### src/rtl/box_pkg.sv
// Shared constants and helpers for the one-to-eight box distributor.
package box_pkg;
  localparam int NUM_SLOTS = 8;
  localparam int PTR_W     = 3;
  localparam int CNT_W     = 4;

  localparam logic MODE_RR   = 1'b0;
  localparam logic MODE_ADDR = 1'b1;

  function automatic logic [CNT_W-1:0] f_popcnt(input logic [NUM_SLOTS-1:0] v);
    logic [CNT_W-1:0] n;
    n = '0;
    for (int i = 0; i < NUM_SLOTS; i++) n = n + CNT_W'(v[i]);
    return n;
  endfunction
endpackage

### src/rtl/box_if.sv
// Producer/consumer bundle of the box distributor; master = environment, slave = distributor.
interface box_if #(parameter int WIREWIDTH = 1);
  import box_pkg::*;

  logic                 s;
  logic                 in_valid;
  logic                 in_ready;
  logic [WIREWIDTH:0]   d;
  logic [PTR_W-1:0]     addr;
  logic [WIREWIDTH:0]   o0, o1, o2, o3, o4, o5, o6, o7;
  logic [NUM_SLOTS-1:0] o_valid;
  logic [NUM_SLOTS-1:0] o_ack;
  logic [PTR_W-1:0]     ptr;
  logic [CNT_W-1:0]     fill_count;

  modport master (
    output s, in_valid, d, addr, o_ack,
    input  in_ready, o0, o1, o2, o3, o4, o5, o6, o7, o_valid, ptr, fill_count
  );

  modport slave (
    input  s, in_valid, d, addr, o_ack,
    output in_ready, o0, o1, o2, o3, o4, o5, o6, o7, o_valid, ptr, fill_count
  );
endinterface

### src/rtl/box_slot.sv
// One output slot: data register plus valid flag; a load in the same cycle as an ack keeps the slot full.
module box_slot #(
  parameter int WIREWIDTH = 1
) (
  input  logic               clk,
  input  logic               rst,
  input  logic               i_load,
  input  logic               i_ack,
  input  logic [WIREWIDTH:0] i_din,
  output logic [WIREWIDTH:0] o_dout,
  output logic               o_valid
);
  logic [WIREWIDTH:0] r_data;
  logic               r_valid;

  always_ff @(posedge clk) begin
    if (rst) begin
      r_data  <= '0;
      r_valid <= 1'b0;
    end else begin
      if (i_load) r_data <= i_din;
      if (i_load)       r_valid <= 1'b1;
      else if (i_ack)   r_valid <= 1'b0;
    end
  end

  assign o_dout  = r_data;
  assign o_valid = r_valid;
endmodule

### src/rtl/box_distributor.sv
// Steers one handshaked input stream into eight registered slots, by round-robin pointer or explicit address.
module box_distributor
  import box_pkg::*;
#(
  parameter int WIREWIDTH = 1
) (
  input  logic clk,
  input  logic rst,
  box_if.slave bif
);
  logic [PTR_W-1:0]                   r_ptr;
  logic [CNT_W-1:0]                   r_cnt;
  logic [CNT_W-1:0]                   w_cnt_nxt;
  logic [PTR_W-1:0]                   w_tgt;
  logic                               w_ready;
  logic                               w_accept;
  logic [NUM_SLOTS-1:0]               w_load;
  logic [NUM_SLOTS-1:0]               w_valid;
  logic [NUM_SLOTS-1:0]               w_drain;
  logic [NUM_SLOTS-1:0][WIREWIDTH:0]  w_dout;

  assign w_tgt    = (bif.s == MODE_ADDR) ? bif.addr : r_ptr;
  // Ready never looks at in_valid, so the producer can't form a loop through it.
  assign w_ready  = ~w_valid[w_tgt] | bif.o_ack[w_tgt];
  assign w_accept = bif.in_valid & w_ready;
  assign w_drain  = bif.o_ack & w_valid;

  always_comb begin
    w_load = '0;
    for (int i = 0; i < NUM_SLOTS; i++)
      w_load[i] = w_accept && (w_tgt == PTR_W'(i));
  end

  genvar g;
  generate
    for (g = 0; g < NUM_SLOTS; g++) begin : g_slot
      box_slot #(.WIREWIDTH(WIREWIDTH)) u_slot (
        .clk     (clk),
        .rst     (rst),
        .i_load  (w_load[g]),
        .i_ack   (w_drain[g]),
        .i_din   (bif.d),
        .o_dout  (w_dout[g]),
        .o_valid (w_valid[g])
      );
    end
  endgenerate

  // Per-slot delta: fill of an empty slot +1, drain without refill -1, refill of a draining slot 0.
  always_comb begin
    w_cnt_nxt = r_cnt;
    for (int i = 0; i < NUM_SLOTS; i++) begin
      if (w_load[i] && !w_valid[i])       w_cnt_nxt = w_cnt_nxt + CNT_W'(1);
      else if (w_drain[i] && !w_load[i])  w_cnt_nxt = w_cnt_nxt - CNT_W'(1);
    end
  end

  always_ff @(posedge clk) begin
    if (rst) begin
      r_ptr <= '0;
      r_cnt <= '0;
    end else begin
      if (w_accept && bif.s == MODE_RR) r_ptr <= r_ptr + PTR_W'(1);
      r_cnt <= w_cnt_nxt;
    end
  end

  assign bif.in_ready   = w_ready;
  assign bif.o_valid    = w_valid;
  assign bif.ptr        = r_ptr;
  assign bif.fill_count = r_cnt;
  assign bif.o0 = w_dout[0];
  assign bif.o1 = w_dout[1];
  assign bif.o2 = w_dout[2];
  assign bif.o3 = w_dout[3];
  assign bif.o4 = w_dout[4];
  assign bif.o5 = w_dout[5];
  assign bif.o6 = w_dout[6];
  assign bif.o7 = w_dout[7];
endmodule

### src/flat_wrapper.sv
// flat-port wrapper written by rule: the top's interface ports become plain ports
module box_distributor_flat import box_pkg::*;
#(
  parameter int WIREWIDTH = 1
)
  (clk, rst, bif_s, bif_in_valid, bif_d, bif_addr, bif_o_ack, bif_in_ready, bif_o0, bif_o1, bif_o2, bif_o3, bif_o4, bif_o5, bif_o6, bif_o7, bif_o_valid, bif_ptr, bif_fill_count);
  box_if #(.WIREWIDTH(WIREWIDTH)) bif_i ();
  input  logic clk;
  input  logic rst;
  input wire logic [$bits(bif_i.s)-1:0] bif_s;
  input wire logic [$bits(bif_i.in_valid)-1:0] bif_in_valid;
  input wire logic [$bits(bif_i.d)-1:0] bif_d;
  input wire logic [$bits(bif_i.addr)-1:0] bif_addr;
  input wire logic [$bits(bif_i.o_ack)-1:0] bif_o_ack;
  output wire logic [$bits(bif_i.in_ready)-1:0] bif_in_ready;
  output wire logic [$bits(bif_i.o0)-1:0] bif_o0;
  output wire logic [$bits(bif_i.o1)-1:0] bif_o1;
  output wire logic [$bits(bif_i.o2)-1:0] bif_o2;
  output wire logic [$bits(bif_i.o3)-1:0] bif_o3;
  output wire logic [$bits(bif_i.o4)-1:0] bif_o4;
  output wire logic [$bits(bif_i.o5)-1:0] bif_o5;
  output wire logic [$bits(bif_i.o6)-1:0] bif_o6;
  output wire logic [$bits(bif_i.o7)-1:0] bif_o7;
  output wire logic [$bits(bif_i.o_valid)-1:0] bif_o_valid;
  output wire logic [$bits(bif_i.ptr)-1:0] bif_ptr;
  output wire logic [$bits(bif_i.fill_count)-1:0] bif_fill_count;
  assign bif_i.s = bif_s;
  assign bif_i.in_valid = bif_in_valid;
  assign bif_i.d = bif_d;
  assign bif_i.addr = bif_addr;
  assign bif_i.o_ack = bif_o_ack;
  assign bif_in_ready = bif_i.in_ready;
  assign bif_o0 = bif_i.o0;
  assign bif_o1 = bif_i.o1;
  assign bif_o2 = bif_i.o2;
  assign bif_o3 = bif_i.o3;
  assign bif_o4 = bif_i.o4;
  assign bif_o5 = bif_i.o5;
  assign bif_o6 = bif_i.o6;
  assign bif_o7 = bif_i.o7;
  assign bif_o_valid = bif_i.o_valid;
  assign bif_ptr = bif_i.ptr;
  assign bif_fill_count = bif_i.fill_count;
  box_distributor #(.WIREWIDTH(WIREWIDTH)) u_core (.clk(clk), .rst(rst), .bif(bif_i));
endmodule
### config.mk
export PLATFORM = sky130hd
export DESIGN_NAME = box_distributor_flat
export DESIGN_NICKNAME = d
export VERILOG_FILES = /design/src/rtl/box_pkg.sv /design/src/rtl/box_if.sv /design/src/rtl/box_slot.sv /design/src/rtl/box_distributor.sv /design/src/flat_wrapper.sv
export SDC_FILE = /design/constraint.sdc
export NUM_CORES = 1
export LEC_CHECK = 0
export CORE_AREA = 2 2 87 89
export CTS_CLUSTER_DIAMETER = 60
export CTS_CLUSTER_SIZE = 25
export DETAILED_ROUTE_END_ITERATION = 8
export DIE_AREA = 0 0 89 91
export PLACE_DENSITY = 0.78
export SYNTH_ARGS = -nofsm -noshare
export SYNTH_HDL_FRONTEND = slang
export SYNTH_SLANG_ARGS = --single-unit
### constraint.sdc
create_clock -name clk -period 14.7 [get_ports clk]
set_input_delay 1.47 -clock clk [delete_from_list [all_inputs] [get_ports clk]]
set_output_delay 1.47 -clock clk [all_outputs]
set_load 0.03 [all_outputs]
==> impl_metrics.toml <==
[clock_network]
path_clk_slew_ps = 70
post_cts_resized = 0
clk_path_buf_depth = 2
postCtsSetupBuffers = 0
cts_tree = "yes"
clockRootBuffer = "clkbuf_8"
h-tree-depth = 2
cts_num_sinks = 31
cts_made_buffers = 5
hold_buffers = 0
clkLatencyLatePin_ps = 280

[logic_synthesis]
synth_fp_nets = 417
ys_seq_area_frac = 0.1986
synth_ff_type = "dfxtp_1"
syn_area_mm2 = 0.003124
ys_async_sr_fraction = 0
synth-warning-count = 0
synth_cells = 383
ys_types = 71
yosys_register_bits = 31
synth_edf_count = 0
synth_area_per_cell_um2 = 8.157

[placed_design]
dp_hpwl_mm = 6.180
port_buffers = 48
placedCellCount = 507
gp_congestion = 0.8895

[sta]
rsz0062_at_grt = "no"
hold_viol = 0
fmax_ghz = 0.09776
worst_slew_pin_slew_ps = 1165
finClkSkew_ps = 3.515
setup_violations = 0
tns_ps = 0
maxSlewHeadroom = 0.2210
post-route-period-util = 0.6959
maxSlewViolCount = 0
post-route-min-period_ps = 10230

[detailed_routing]
wl_mm = 8.084
drt_iter0_drc = 187
viasPerCell = 5.781
drc = 0
vias = 2977
ant_nets = 0
avgRoutedWirePerCell_um = 15.70
dr.pass1.iters = 4

[global_route]
grt_pass1_vias = 2818
grt_max_degree = 33
grt_pass1_wl_mm = 13.23
grt-ovfl-total = 0
antenna_found_initial = 0
grtUsageTotal = 0.2035

[die]
io_pins = 49
fp.coreArea_mm2 = 0.007137
die_width_um = 89
initial_utilization = 0.4378
dieArea_mm2 = 0.008099
rows = 31
fp.dieH_um = 91

[min_path]
hold_path_startpoint = "u_core.g_slot[0].u_slot.o_dout[1]"
hold_path_class = "reg2reg"

[pwr]
power.share.clock = 0.176
p_switching_mw = 0.1573
p_seq_frac = 0.268
internal_power_mw = 0.2117
p_leak_nw = 1.546
switching_share = 0.4263
peakVddDrop_mv = 0.06371
p_per_area_mw_per_mm2 = 99.85
combPwrFrac = 0.555

[flow_run]
cap_violations = 0

[finish]
fin_nets = 449
drive_gt1_frac = 0.07212
num_antenna_cells = 0
final_util = 0.5179
fillers = 701
multi_input_area_mm2 = 0.002277
seqCellArea_um2 = 620.6
instances_no_fill = 515
area_growth_pct = 18.30

[setup_path]
critical_path_arrival_ps = 10360
timing_worst_setup_path_type = "in2reg"
crit_path_max_fanout = 18
worst_setup_path_start_kind = "input pin"
crit_top_cell = "ha_1"
cp.required_ps = 14830
end_kind = "register"
cp_slowest_cell = "clkdlybuf4s50_1"
crit_path_start = "bif_s"
r2r_start = "u_core.bif.ptr[0]"
max_stage_delay_ps = 950

[status]
status = "completed"
[worst paths after layout]
kind,cells after the start,slack (ps),endpoint
max,34,4470,u_core.bif.fill_count[2]
min,2,450,u_core.g_slot[0].u_slot.o_dout[1]
max reg2reg,34,6210,u_core.bif.fill_count[2]
min reg2reg,2,450,u_core.g_slot[0].u_slot.o_dout[1]
[cell type report]
| class | instances | share of cell area |
|---|---|---|
| Multi-Input combinational cell | 302 | 0.6161 |
| Timing Repair Buffer | 50 | 0.1341 |
| Tap cell | 99 | 0.03351 |
| Sequential cell | 31 | 0.1679 |
| Clock buffer | 6 | 0.01963 |
| Inverter | 25 | 0.02539 |
| Clock inverter | 2 | 0.003385 |
[power groups by stage]
stage	registers, mW	logic, mW	clock network [mW]
3_3_place_gp	0.100	0.194	0
6_report	0.0990	0.205	0.0650
3_5_place_dp	0.101	0.202	0
2_1_floorplan	0.105	0.149	0
5_1_grt	0.100	0.224	0.0699
4_1_cts	0.0987	0.204	0.0684
[routing by layer]
metal	vias to the layer above	GRT usage	wire [um]
met4	0	0.07711	143
met5	-	0	0
met2	108	0.3240	3894
met1	1418	0.2739	3486
li1	1437	-	-
met3	14	0.03182	560
[worst max-delay path: cells and delay by family]
kind / cells / cell delay, ps
and+or+nand+nor: 10 / 2140
xor gates and xnor gates: 1 / 160
buffers and inverters: 6 / 1290
AOI/OAI and AO/OA: 7 / 2010
muxes: 3 / 1270
adders and majority gates: 7 / 2000
[cell families (layout without fill, tap and decap cells)]
family                   Yosys count  in the layout  share of synthesized area
AO/OA/AOI/OAI                     83             83                     0.1918
XOR/XNOR                          21             21                    0.08731
adder cells (fa/ha/maj)           17             17                    0.06808
buffers and inverters             50             83                    0.07248
flip-flops                        31             31                     0.1986
multiplexers                      37             37                     0.1282
AND/OR/NAND/NOR                  144            144                     0.2535
[sequential cells by signal (all words and copies together) (netlist names)]
register / count
u_core.bif.fill_count: 4
u_core.g_slot.u_slot.o_valid: 8
u_core.g_slot.u_slot.o_dout: 16
u_core.bif.ptr: 3
[placed cells by master, fill, tap and decap left out, types with 9 or more instances in the layout]
cell             count
a21oi_1             20
clkdlybuf4s50_1     48
dfxtp_1             31
ha_1                17
inv_1               24
mux2i_1             31
nand2_1             34
nand2b_1            15
nand3_1              9
nor2_1              32
xnor2_1             12
[through the flow]
stage	area, um2	hold slack, ps	setup slack (ps)	total power [mW]
after detailed placement	3611	449.2	4341	0.3021
after floorplan	3124	476.9	6052	0.2541
final	3696	452.2	4471	0.3690
after global placement	3611	445.1	4725	0.2940
after CTS	3696	458.4	4616	0.3707
after global routing	3696	471.4	3867	0.3942
[synthesized netlist by cell type, types with 4 or more instances]
library cell | number | area (um2)
nor3_1 | 5 | 25.02
a21oi_1 | 20 | 100.1
o21ai_0 | 6 | 30.03
xnor3_1 | 4 | 90.09
nand3_1 | 9 | 45.04
a31oi_1 | 7 | 43.79
nor3b_1 | 4 | 30.03
and2_1 | 7 | 43.79
nand2_1 | 34 | 127.6
xnor2_1 | 12 | 105.1
nor2b_1 | 4 | 25.02
mux2_2 | 4 | 45.04
dfxtp_1 | 31 | 620.6
ha_1 | 17 | 212.7
nand2b_1 | 15 | 93.84
buf_4 | 9 | 67.56
buf_2 | 4 | 20.02
clkbuf_1 | 11 | 41.29
inv_1 | 24 | 90.09
mux2i_1 | 31 | 310.3
nand3b_1 | 5 | 37.54
nor2_1 | 32 | 120.1
o31ai_1 | 5 | 37.54
or3_1 | 4 | 25.02
nand4_1 | 4 | 25.02
Power figures use the tool's default switching activity.
==> edit (same settings) <==
Reset style: asynchronous (`rst`), changed in 2 clocked blocks.
--- a/src/rtl/box_slot.sv
+++ b/src/rtl/box_slot.sv
@@ -13,7 +13,7 @@
   logic [WIREWIDTH:0] r_data;
   logic               r_valid;
 
-  always_ff @(posedge clk) begin
+  always_ff @(posedge clk or posedge rst) begin
     if (rst) begin
       r_data  <= '0;
       r_valid <= 1'b0;
--- a/src/rtl/box_distributor.sv
+++ b/src/rtl/box_distributor.sv
@@ -55,7 +55,7 @@
     end
   end
 
-  always_ff @(posedge clk) begin
+  always_ff @(posedge clk or posedge rst) begin
     if (rst) begin
       r_ptr <= '0;
       r_cnt <= '0;
Check against the original RTL: differs if rst is asserted again (counterexample within 4 cycles, from zero or initial values and one cycle with rst high); with rst held inactive, the same outputs for 4 cycles.
==> edit against the original RTL <==
Sequential share of layout area is 4.7 points higher. Routed wire length shrank 3.2%. Final cell count decreased by 7.6%. Area after synthesis fell by 2.7%. Cell area down 2.2%. Synthesized cell count shrank 12%. Sequential cell count unchanged. Setup slack better by 0.79 ns.
Power is not compared: it rests on default switching activity, and its combinational part moved more than twofold at a synthesized area within 25%.
==> edit: results (changes against the original RTL) <==
Worst setup path
  – Crit-path max cell delay: 0.93 ns (was 0.95 ns)
  – Delay-heaviest family, CP: compound AO/OA/AOI/OAI gates (was simple AND/OR/NAND/NOR gates)
  – Worst r2r src: u_core.bif.ptr[0] (unchanged)
  – Critical path data arrival time: 9.65 ns (was 10.36 ns)
  – Worst-path maximum fanout: 20 (was 18)

Layout
  – Signal buffers share of area: 0.135 (was 0.134)
  – Multi-input gate count: 256 (was 302)
  – Clock Buffer Count: 8 (was 6)
  – Seq/total area: 0.215 (was 0.168)
  – Non-clk bufs: 49 (was 50)
  – Final-layout clock-cell area share: 0.0277 (was 0.0230)
  – Non-Clock Inverter Count: 33 (was 25)
  – Area of the multi-input gates: 2000 um^2 (was 2280 um^2)
  – Total Nets Final: 410 (was 449)
  – Fraction of area in multi-input gates: 0.554 (was 0.616)
  – Filler cell count: 660 (was 701)
  – Layout cells sized above 1: 0.156 (was 0.0721)

GRT
  – Largest net degree at the start of global routing: 32 (was 33)
  – Vias in the first global route: 2668 (was 2818)

Timing
  – Tmin final: 9.44 ns (was 10.23 ns)
  – Worst relative slew slack: 0.521 (was 0.221)
  – Worst clock skew: 0.0119 ns (was 0.00351 ns)

Place
  – Placed Cells: 468 (was 507)
  – Post-DP Area: 3520 um^2 (was 3610 um^2)
  – DP Worst Slack: 5.10 ns (was 4.34 ns)
  – Post-detail-place hpwl: 5840 um (was 6180 um)

Logic synthesis
  – Largest cells by area after synthesis: dfrtp_1 26%, mux2_2 7.0%, ha_1 7.0% (was dfxtp_1 20%, mux2i_1 9.9%, ha_1 6.8%)
  – Post-synthesis sequential area ratio: 0.255 (was 0.199)
  – Mapped Nets: 372 (was 417)
  – Top cells by count, synth: 35 x nand2_1, 31 x dfrtp_1, 30 x inv_1, 19 x mux2_2, 18 x nand3_1 (was 34 x nand2_1, 32 x nor2_1, 31 x dfxtp_1, 31 x mux2i_1, 24 x inv_1)
  – Mapped Cells: 338 (was 383)
  – Post-synth ARST share: 1.00 (was 0)

Status
  – Status: completed (unchanged)

Detailed routing
  – DR iter-0 viols: 156 (was 187)
  – WL/cell: 16.4 um (was 15.7 um)
  – Via count: 2749 (was 2977)

Clock network
  – Worst skew pair latency: roughly 0.29 ns
  – Clk buf depth: 2 (unchanged)

Min path
  – Hold Startpoint: u_core.g_slot[7].u_slot.o_dout[0] (was u_core.g_slot[0].u_slot.o_dout[1])
  – Worst Hold Class: flip-flop to flip-flop (unchanged)
[edit: cell count changes in the layout (fill, tap and decap cells not counted), moves of 7 or more]
cell      before  now
mux2i_1       31   10
nand2b_1      15    2
nor2_1        32   12
dfxtp_1       31    0
a21oi_1       20   13
nand3_1        9   18
mux2_2         4   19
dfrtp_1        0   31
[edit: kinds of logic (layout without fill, tap and decap cells)]
| logic type | count (synthesis) | count (layout) | share of synthesized area |
|---|---|---|---|
| multiplexers | 33 | 33 | 0.128 |
| AO/OA/AOI/OAI | 69 | 69 | 0.170 |
| AND/OR/NAND/NOR | 115 | 115 | 0.198 |
| adder cells (fa/ha/maj) | 17 | 17 | 0.0700 |
| buffers and inverters | 51 | 90 | 0.0856 |
| XOR/XNOR | 22 | 22 | 0.0926 |
| flip-flops | 31 | 31 | 0.255 |
[edit: metal layers]
metal | track usage | wire [um] | up-vias
met1 | 0.254 | 3280 | 1327
met5 | 0 | 0 | -
met2 | 0.335 | 3930 | 121
met3 | 0.0327 | 514 | 15
li1 | - | - | 1286
met4 | 0.0535 | 102 | 0
[edit: power by group through the flow]
stage	registers [mW]	logic [mW]	clock network, mW
floorplan	0.216	0.399	0
global placement	0.167	0.582	0
detailed placement	0.169	0.606	0
CTS	0.168	0.610	0.0789
global route	0.174	0.666	0.0824
finish	0.167	0.612	0.0769
[edit: worst paths after layout]
check | to | slack, ns | depth (start not counted)
setup / recovery | u_core.bif.fill_count[3] | 5.26 | 33
hold / removal | u_core.g_slot[7].u_slot.o_dout[0] | 0.49 | 2
setup reg to reg | u_core.bif.fill_count[3] | 6.81 | 31
hold reg to reg | u_core.g_slot[7].u_slot.o_dout[0] | 0.49 | 2
max in group asynchronous | u_core.g_slot[4].u_slot.o_valid | 12.82 | 3
min in group asynchronous | u_core.g_slot[7].u_slot.o_dout[1] | 1.57 | 3
